**config.mk**
```make
export PLATFORM = sky130hd
export DESIGN_NAME = if_id_queue
export DESIGN_NICKNAME = d
export VERILOG_FILES = /design/src/rtl/if_id_queue.sv
export SDC_FILE = /design/constraint.sdc
export NUM_CORES = 1
export LEC_CHECK = 0
export BUFFER_PORTS_ARGS = -buffer_cell sky130_fd_sc_hd__buf_2
export CAP_MARGIN = 40
export CORE_MARGIN = 1
export CORE_UTILIZATION = 55
export CTS_CLUSTER_SIZE = 40
export DETAILED_ROUTE_END_ITERATION = 8
export GPL_ROUTABILITY_DRIVEN = 0
export PLACE_DENSITY = 0.79
export RECOVER_POWER = 100
export SYNTH_ARGS = -nofsm -noshare
export SYNTH_HDL_FRONTEND = slang
export SYNTH_SLANG_ARGS = --single-unit
```
**constraint.sdc**
```tcl
create_clock -name clk -period 31.6 [get_ports clk]
set_clock_uncertainty 0.2 [all_clocks]
set_input_delay 6.32 -clock clk [delete_from_list [all_inputs] [get_ports clk]]
set_output_delay 6.32 -clock clk [all_outputs]
set_load 0.02 [all_outputs]
```
**src/rtl/if_id_queue.sv**
```systemverilog
// Fetch-to-decode decoupling FIFO carrying {pc, instr, prediction} bundles under valid/ready.
// Active-low flush_ discards every held bundle plus the push/pop of the flush cycle.
module if_id_queue #(
  parameter int unsigned     XLEN  = 32,
  parameter int unsigned     DEPTH = 2,
  parameter logic [XLEN-1:0] NOP   = 32'h0000_0013
) (
  input  logic                    clk,
  input  logic                    rst_,
  input  logic                    if_valid,
  input  logic [XLEN-1:0]         if_pc,
  input  logic [XLEN-1:0]         if_instr,
  input  logic                    if_pred_taken,
  input  logic [XLEN-1:0]         if_pred_target,
  output logic                    if_ready,
  input  logic                    flush_,
  input  logic                    id_ready,
  output logic                    id_valid,
  output logic [XLEN-1:0]         id_pc,
  output logic [XLEN-1:0]         id_pc_plus4,
  output logic [XLEN-1:0]         id_instr,
  output logic                    id_pred_taken,
  output logic [XLEN-1:0]         id_pred_target,
  output logic [$clog2(DEPTH):0]  occupancy
);

  localparam int unsigned PtrW = $clog2(DEPTH);
  localparam int unsigned CntW = PtrW + 1;
  localparam logic [CntW-1:0] Full = CntW'(DEPTH);

  logic [PtrW-1:0] wr_ptr_q, wr_ptr_d;
  logic [PtrW-1:0] rd_ptr_q, rd_ptr_d;
  logic [CntW-1:0] count_q, count_d;

  logic [XLEN-1:0] pc_q     [DEPTH];
  logic [XLEN-1:0] instr_q  [DEPTH];
  logic [XLEN-1:0] target_q [DEPTH];
  logic            taken_q  [DEPTH];

  logic push;
  logic pop;

  // if_ready depends on count only; a same-cycle pop never frees a slot early.
  assign if_ready  = (count_q != Full);
  assign id_valid  = (count_q != '0);
  assign push      = if_valid & if_ready & flush_;
  assign pop       = id_valid & id_ready & flush_;
  assign occupancy = count_q;

  always_comb begin
    wr_ptr_d = wr_ptr_q;
    rd_ptr_d = rd_ptr_q;
    count_d  = count_q;
    if (!flush_) begin
      wr_ptr_d = '0;
      rd_ptr_d = '0;
      count_d  = '0;
    end else begin
      if (push) wr_ptr_d = wr_ptr_q + PtrW'(1);
      if (pop)  rd_ptr_d = rd_ptr_q + PtrW'(1);
      unique case ({push, pop})
        2'b10:   count_d = count_q + CntW'(1);
        2'b01:   count_d = count_q - CntW'(1);
        default: count_d = count_q;
      endcase
    end
  end

  always_ff @(posedge clk) begin
    if (!rst_) begin
      wr_ptr_q <= '0;
      rd_ptr_q <= '0;
      count_q  <= '0;
      for (int i = 0; i < int'(DEPTH); i++) begin
        pc_q[i]     <= '0;
        instr_q[i]  <= '0;
        target_q[i] <= '0;
        taken_q[i]  <= 1'b0;
      end
    end else begin
      wr_ptr_q <= wr_ptr_d;
      rd_ptr_q <= rd_ptr_d;
      count_q  <= count_d;
      if (push) begin
        pc_q[wr_ptr_q]     <= if_pc;
        instr_q[wr_ptr_q]  <= if_instr;
        target_q[wr_ptr_q] <= if_pred_target;
        taken_q[wr_ptr_q]  <= if_pred_taken;
      end
    end
  end

  // Head is gated by id_valid so stale storage never reaches decode.
  always_comb begin
    id_pc          = '0;
    id_pc_plus4    = '0;
    id_instr       = NOP;
    id_pred_taken  = 1'b0;
    id_pred_target = '0;
    if (id_valid) begin
      id_pc          = pc_q[rd_ptr_q];
      id_pc_plus4    = pc_q[rd_ptr_q] + XLEN'(4);
      id_instr       = instr_q[rd_ptr_q];
      id_pred_taken  = taken_q[rd_ptr_q];
      id_pred_target = target_q[rd_ptr_q];
    end
  end

endmodule
```
# Yosys cells after proc, flatten, opt, wreduce, memory -nomap -nowiden
# Memories as Yosys holds them, arrays and structs flattened. A register that Yosys moved wholly into a read port is not among the register bits.
# Cells that the tools add are included.
[op_classes] n_bitwise=4 n_reduce_logical=7 muxes=30 eq_ne=3 n_addsub=5
[ops] operator="$mux W32" n=7
[ops] operator="$reduce_or A32 Y1" n=3
[ops] operator="$add A32 B3 Y32 const B" n=1
[ops] operator="$mux W1" n=22
[ops] operator="$and A1 B1 Y1" n=4
[ops] operator="$pmux W2 S2" n=1
[ops] operator="$reduce_bool A2 Y1" n=2
[ops] operator="$add A1 B1 Y1 const B" n=2
[ops] operator="$add A2 B1 Y2 const B" n=1
[ops] operator="$eq A2 B1 Y1 const B" n=1
[ops] operator="$eq A2 B2 Y1 const B" n=1
[ops] operator="$ne A2 B2 Y1 const B" n=1
[ops] operator="$reduce_and A2 Y1" n=1
[ops] operator="$sub A2 B1 Y2 const B" n=1
[ops] operator="$reduce_or A1 Y1" n=1
[totals] wordCells=56 memories=4 ramBits=194 reg_bits=4 out_inout_bits=133
[mem_list] memory="instr_q" depth=2 word_bits=32 read_ports=1 rd_ports_with_merged_regs=1 wr=2 line_no="36" text="logic [XLEN-1:0] instr_q [DEPTH];"
[mem_list] memory="pc_q" depth=2 word_bits=32 read_ports=1 rd_ports_with_merged_regs=1 wr=2 line_no="35" text="logic [XLEN-1:0] pc_q [DEPTH];"
[mem_list] memory="target_q" depth=2 word_bits=32 read_ports=1 rd_ports_with_merged_regs=1 wr=2 line_no="37" text="logic [XLEN-1:0] target_q [DEPTH];"
[mem_list] memory="taken_q" depth=2 word_bits=1 read_ports=1 rd_ports_with_merged_regs=1 wr=2 line_no="38" text="logic taken_q [DEPTH];"

# Logic depth before layout (Yosys ltp)
[depth] depth_word=8 ltp_mapped=11 mapped_depth_nobuf=7

# Worst setup path before layout
# OpenSTA, ideal clock, no wires.
[synth_path] path_type="in2reg" start="input port if_valid" end="memory instr_q[0][0], enable pin" arrival_ns=13.382 path_stages=3 setup_slack_ns=17.333 path_buffers=0 cell_sequence="and3_1 -> inv_2 -> o21ai_0"
[synth_lines] item="start: declaration" line_no="10" text="input logic if_valid,"
[synth_lines] item="end: declaration" line_no="36"

==> impl.org <==
** Yosys
- The synthesized netlist contains 49 unique library cells.
- Number of enable-type register cells in the synthesized netlist :: 192
- Summing every instance area after synthesis gives 9910 um2.
- Cell types occupying the most area after synthesis :: edfxtp_1 (58%), and2_1 (12%), mux2i_1 (9.3%)
- Of the post-synthesis cell area, the dominant cell type holds 0.582.
- For this run, the register share of the synthesized area comes to 0.596.
- Library cell with the highest instance count after synthesis :: and2_1
- The largest total area in the synthesized netlist belongs to edfxtp_1.
- Synthesis handed over a netlist of 818 instances.
- Synth warnings :: 0
- Post-Syn Area per Cell :: 12.1 um2
- List of most frequent post-synthesis cells :: and2_1 (196), edfxtp_1 (192), nor2_1 (117)
- The most used flip-flop cell after synthesis is edfxtp_1.
- Fraction of registers with async set/reset :: 0
- Flip-flop and latch count after synthesis :: 199
- Post-Syn Nets :: 922

** Placement
- Port buffering added 234 buffers.
- The HPWL after detailed placement is 13900 um.
- Area post-placement :: 11200 um2

** Setup path
- Flop-to-flop setup slack :: 25.31 ns
- Critical setup path kind :: flop to output pin
- Traced cell by cell, the critical path runs through clkbuf_1 > mux2_1 > ha_1 > inv_1 > nor4_1 > nand4_4 > o31a_1 > nor3_1 > clkbuf_1.
- Most Frequent Cell on Critical Path :: clkbuf_1
- Counting buffers and inverters, the worst setup path is 9 cells deep.
- Data on the critical path arrives at its endpoint at 6.86 ns.
- Number of cell instances on the worst register-to-register path :: 7
- In this design, the stage delay of the slowest critical-path cell is 2.40 ns.
- Worst-path maximum fanout :: 68
- STA classifies the critical path startpoint as a flop.
- STA puts the critical path data required time at 25.08 ns.
- STA classifies the critical path endpoint as an output pin.
- Together, buffers and inverters on the worst path number 3.
- The cell family contributing the most delay on the critical path is buffers and inverters.
- Worst path slowest cell :: clkbuf_1
- Crit Reg-Reg Endpoint :: taken_q[0]
- In this run the critical register-to-register path is launched from occupancy[0].

** Floorplanning
- Number of placed I/O pins :: 235
- The die covers 18600 um2.
- Die height :: 136 um
- Number of rows in the core area :: 48
- In this run the standard cell core region covers 17500 um2.
- The initial utilization of the core area, before any placement, comes to 0.567.
- Die width :: 136 um

** Finish
- Share of final-layout standard cells stronger than drive strength 1 :: 0.148
- Area growth, synth to finish :: 16.4%
- Final net count :: 1133
- After routing the design area is 11500 um2.

** Clock network
- Register clock-pin slew on the reported worst setup and hold paths :: 0.07 ns
- In this run the deepest clock path goes through 2 buffers.
- Library cell used as clock root buffer :: clkbuf_16
- For this design, the CTS-stage hold fixing added 0 buffers.
- TritonCTS built the clock tree.
- Total number of H-tree levels :: 4
- Clk_lat worst skew :: 0.42 ns
- Post-CTS timing repair inserted 0 buffers for setup.
- Gates resized during post-CTS repair numbered 0.
- In this run, CTS created clock tree buffers numbering 17.
- The clock net in this run drives a total of 199 sinks.

** Global route
- Total congestion overflow :: 0
- Initial antenna violation count :: 4
- The number of global-route vias before repair is 6543.
- Maximum number of pins on one net before global-route repair :: 98
- The first global-routing pass estimated 32100 um of wire.
- Across every metal layer, demand over resource in global routing totals 0.230.

** Power
- IR analysis of the VDD net gives a maximum drop of 0.0324 mV.
- Sw power :: 0.000131 W
- Dividing total power by cell area gives a power density of 48.7 nW/um2.
- Of the total power, registers draw 0.552.
- Leakage power figure :: 4.04 nW
- Of the total power, the share spent switching nets is 0.233.
- Of the total power, the clock network draws 0.370.
- The internal power of the cells totals 0.000431 W.
- Of the total power, combinational logic draws 0.078.

** Min path
- Endpoint with the worst hold slack :: taken_q[0]
- In this run the worst hold path is classified as flop to flop.
- In this run the most critical hold path is launched from taken_q[0].
- Worst hold path stage count :: 2

** Route
- The routed design has 21000 um of wire.
- Via/cell ratio :: 5.36
- Once detail routing completed, the nets flagged for antenna violations numbered 0.
- Final routed wire length divided by cell count :: 16.5 um
- For this run, the detailed router's first-pass iteration total came to 5.
- The detailed router placed 6801 vias in this run.
- The detailed router finished its first iteration with 360 violations.
- Number of design rule violations left after detail routing :: 0

** Timing
- Tightest Pin Transition :: 3.69 ns
- Setup repair after global routing left no endpoint under its margin.
- Final hold analysis gives a worst-case slack of 0.280 ns.
- Share of the clock period used by the worst path :: 0.423
- Achievable clock frequency :: 74.8 MHz
- Final count of pins violating max slew :: 590
- The final-report hold violation count was 0.
- Number of setup violations in the final report :: 0
- Setup total negative slack on the finished layout was measured at 0 ns.
- In this run the tightest slew margin relative to its limit is -1.46.
- Time the worst path needs with I/O delays and setup :: 13.38 ns

** Status
- The flow ran to the end, but the final reports show violations.
- The final reports fail on max-capacitance violations, max-slew violations.

** Run
- Max-cap violations in this run came to 11.
## per-layer routing
layer	track usage	routed length, um
met5	0	23
met3	0.0675	1650
met2	0.405	10700
met1	0.264	8310
met4	0.0802	291
## cell families after synthesis
kind of cell               count (synthesis)  share of synthesized area
AOI/OAI and AO/OA                         37                     0.0294
adders and majority gates                  2                    0.00252
DFF                                      199                      0.596
muxes                                     97                     0.0991
xor gates and xnor gates                  19                     0.0168
and+or+nand+nor                          407                      0.229
buffers and inverters                     57                     0.0276
## cell type report
| class | instances | area (um2) |
|---|---|---|
| Antenna cell | 2 | 5.00 |
| Multi-Input combinational cell | 562 | 3710 |
| Fill cell | 1429 | 5940 |
| Timing Repair Buffer | 244 | 1050 |
| Clock inverter | 14 | 138 |
| Sequential cell | 199 | 5910 |
| Clock buffer | 18 | 429 |
| Tap cell | 225 | 282 |
| Inverter | 5 | 18.8 |
## registers in the layout, summed over array words and instances (netlist names), named ones only
register / cells
instr_q: 64
occupancy: 2
pc_q: 64
rd_ptr_q: 1
taken_q: 2
target_q: 64
wr_ptr_q: 1
## through the flow
step	std cells	util	worst slack, ns	total power (W)
2_1_floorplan	818	-	17.33	0.000344
3_3_place_gp	1233	0.641	21.90	0.000359
3_5_place_dp	1235	0.644	22.17	0.000360
4_1_cts	1267	0.676	21.69	0.000565
5_1_grt	1268	0.660	17.61	0.000580
6_report	1269	0.660	18.22	0.000562
## power groups by stage
stage	logic [W]	clock network, W	registers (W)
after global placement	0.0000442	0	0.000314
final	0.0000440	0.000208	0.000310
after global routing	0.0000486	0.000220	0.000311
after floorplan	0.0000281	0	0.000316
after CTS	0.0000458	0.000211	0.000309
after detailed placement	0.0000456	0	0.000315
## worst reg2reg max path: stages, from the launching register on
cell and delay, ns:
dfxtp_1 0.46, nand2b_1 0.16, and3_1 0.24, inv_1 0.12
o21ai_0 0.59, clkbuf_1 1.70, clkbuf_1 2.33, o21ai_0 0.25
## cells in the final DEF (no fill, tap or decap), types with 4 or more instances in the layout
cell	instances
nor2_1	116
and2_0	100
mux2i_1	92
nand2_1	29
inv_6	5
dfxtp_1	7
nor4_1	6
clkbuf_16	17
buf_2	111
o31ai_1	4
nand4b_1	5
o31a_1	5
nor3_1	8
edfxtp_1	192
xnor2_1	14
nand4_1	10
inv_1	5
nand3b_1	8
and2_1	96
clkbuf_1	134
nand3_1	15
xor2_1	5
o21ai_0	10
## worst max-delay path by stage
stage,to
CTS,id_pc_plus4[26]
finish,id_pc_plus4[26]
floorplan,instr_q[0][0]
detailed placement,id_pc_plus4[26]
global route,id_pc_plus4[26]
global placement,id_pc_plus4[26]
Note: power is estimated with default switching activity, not from simulation.
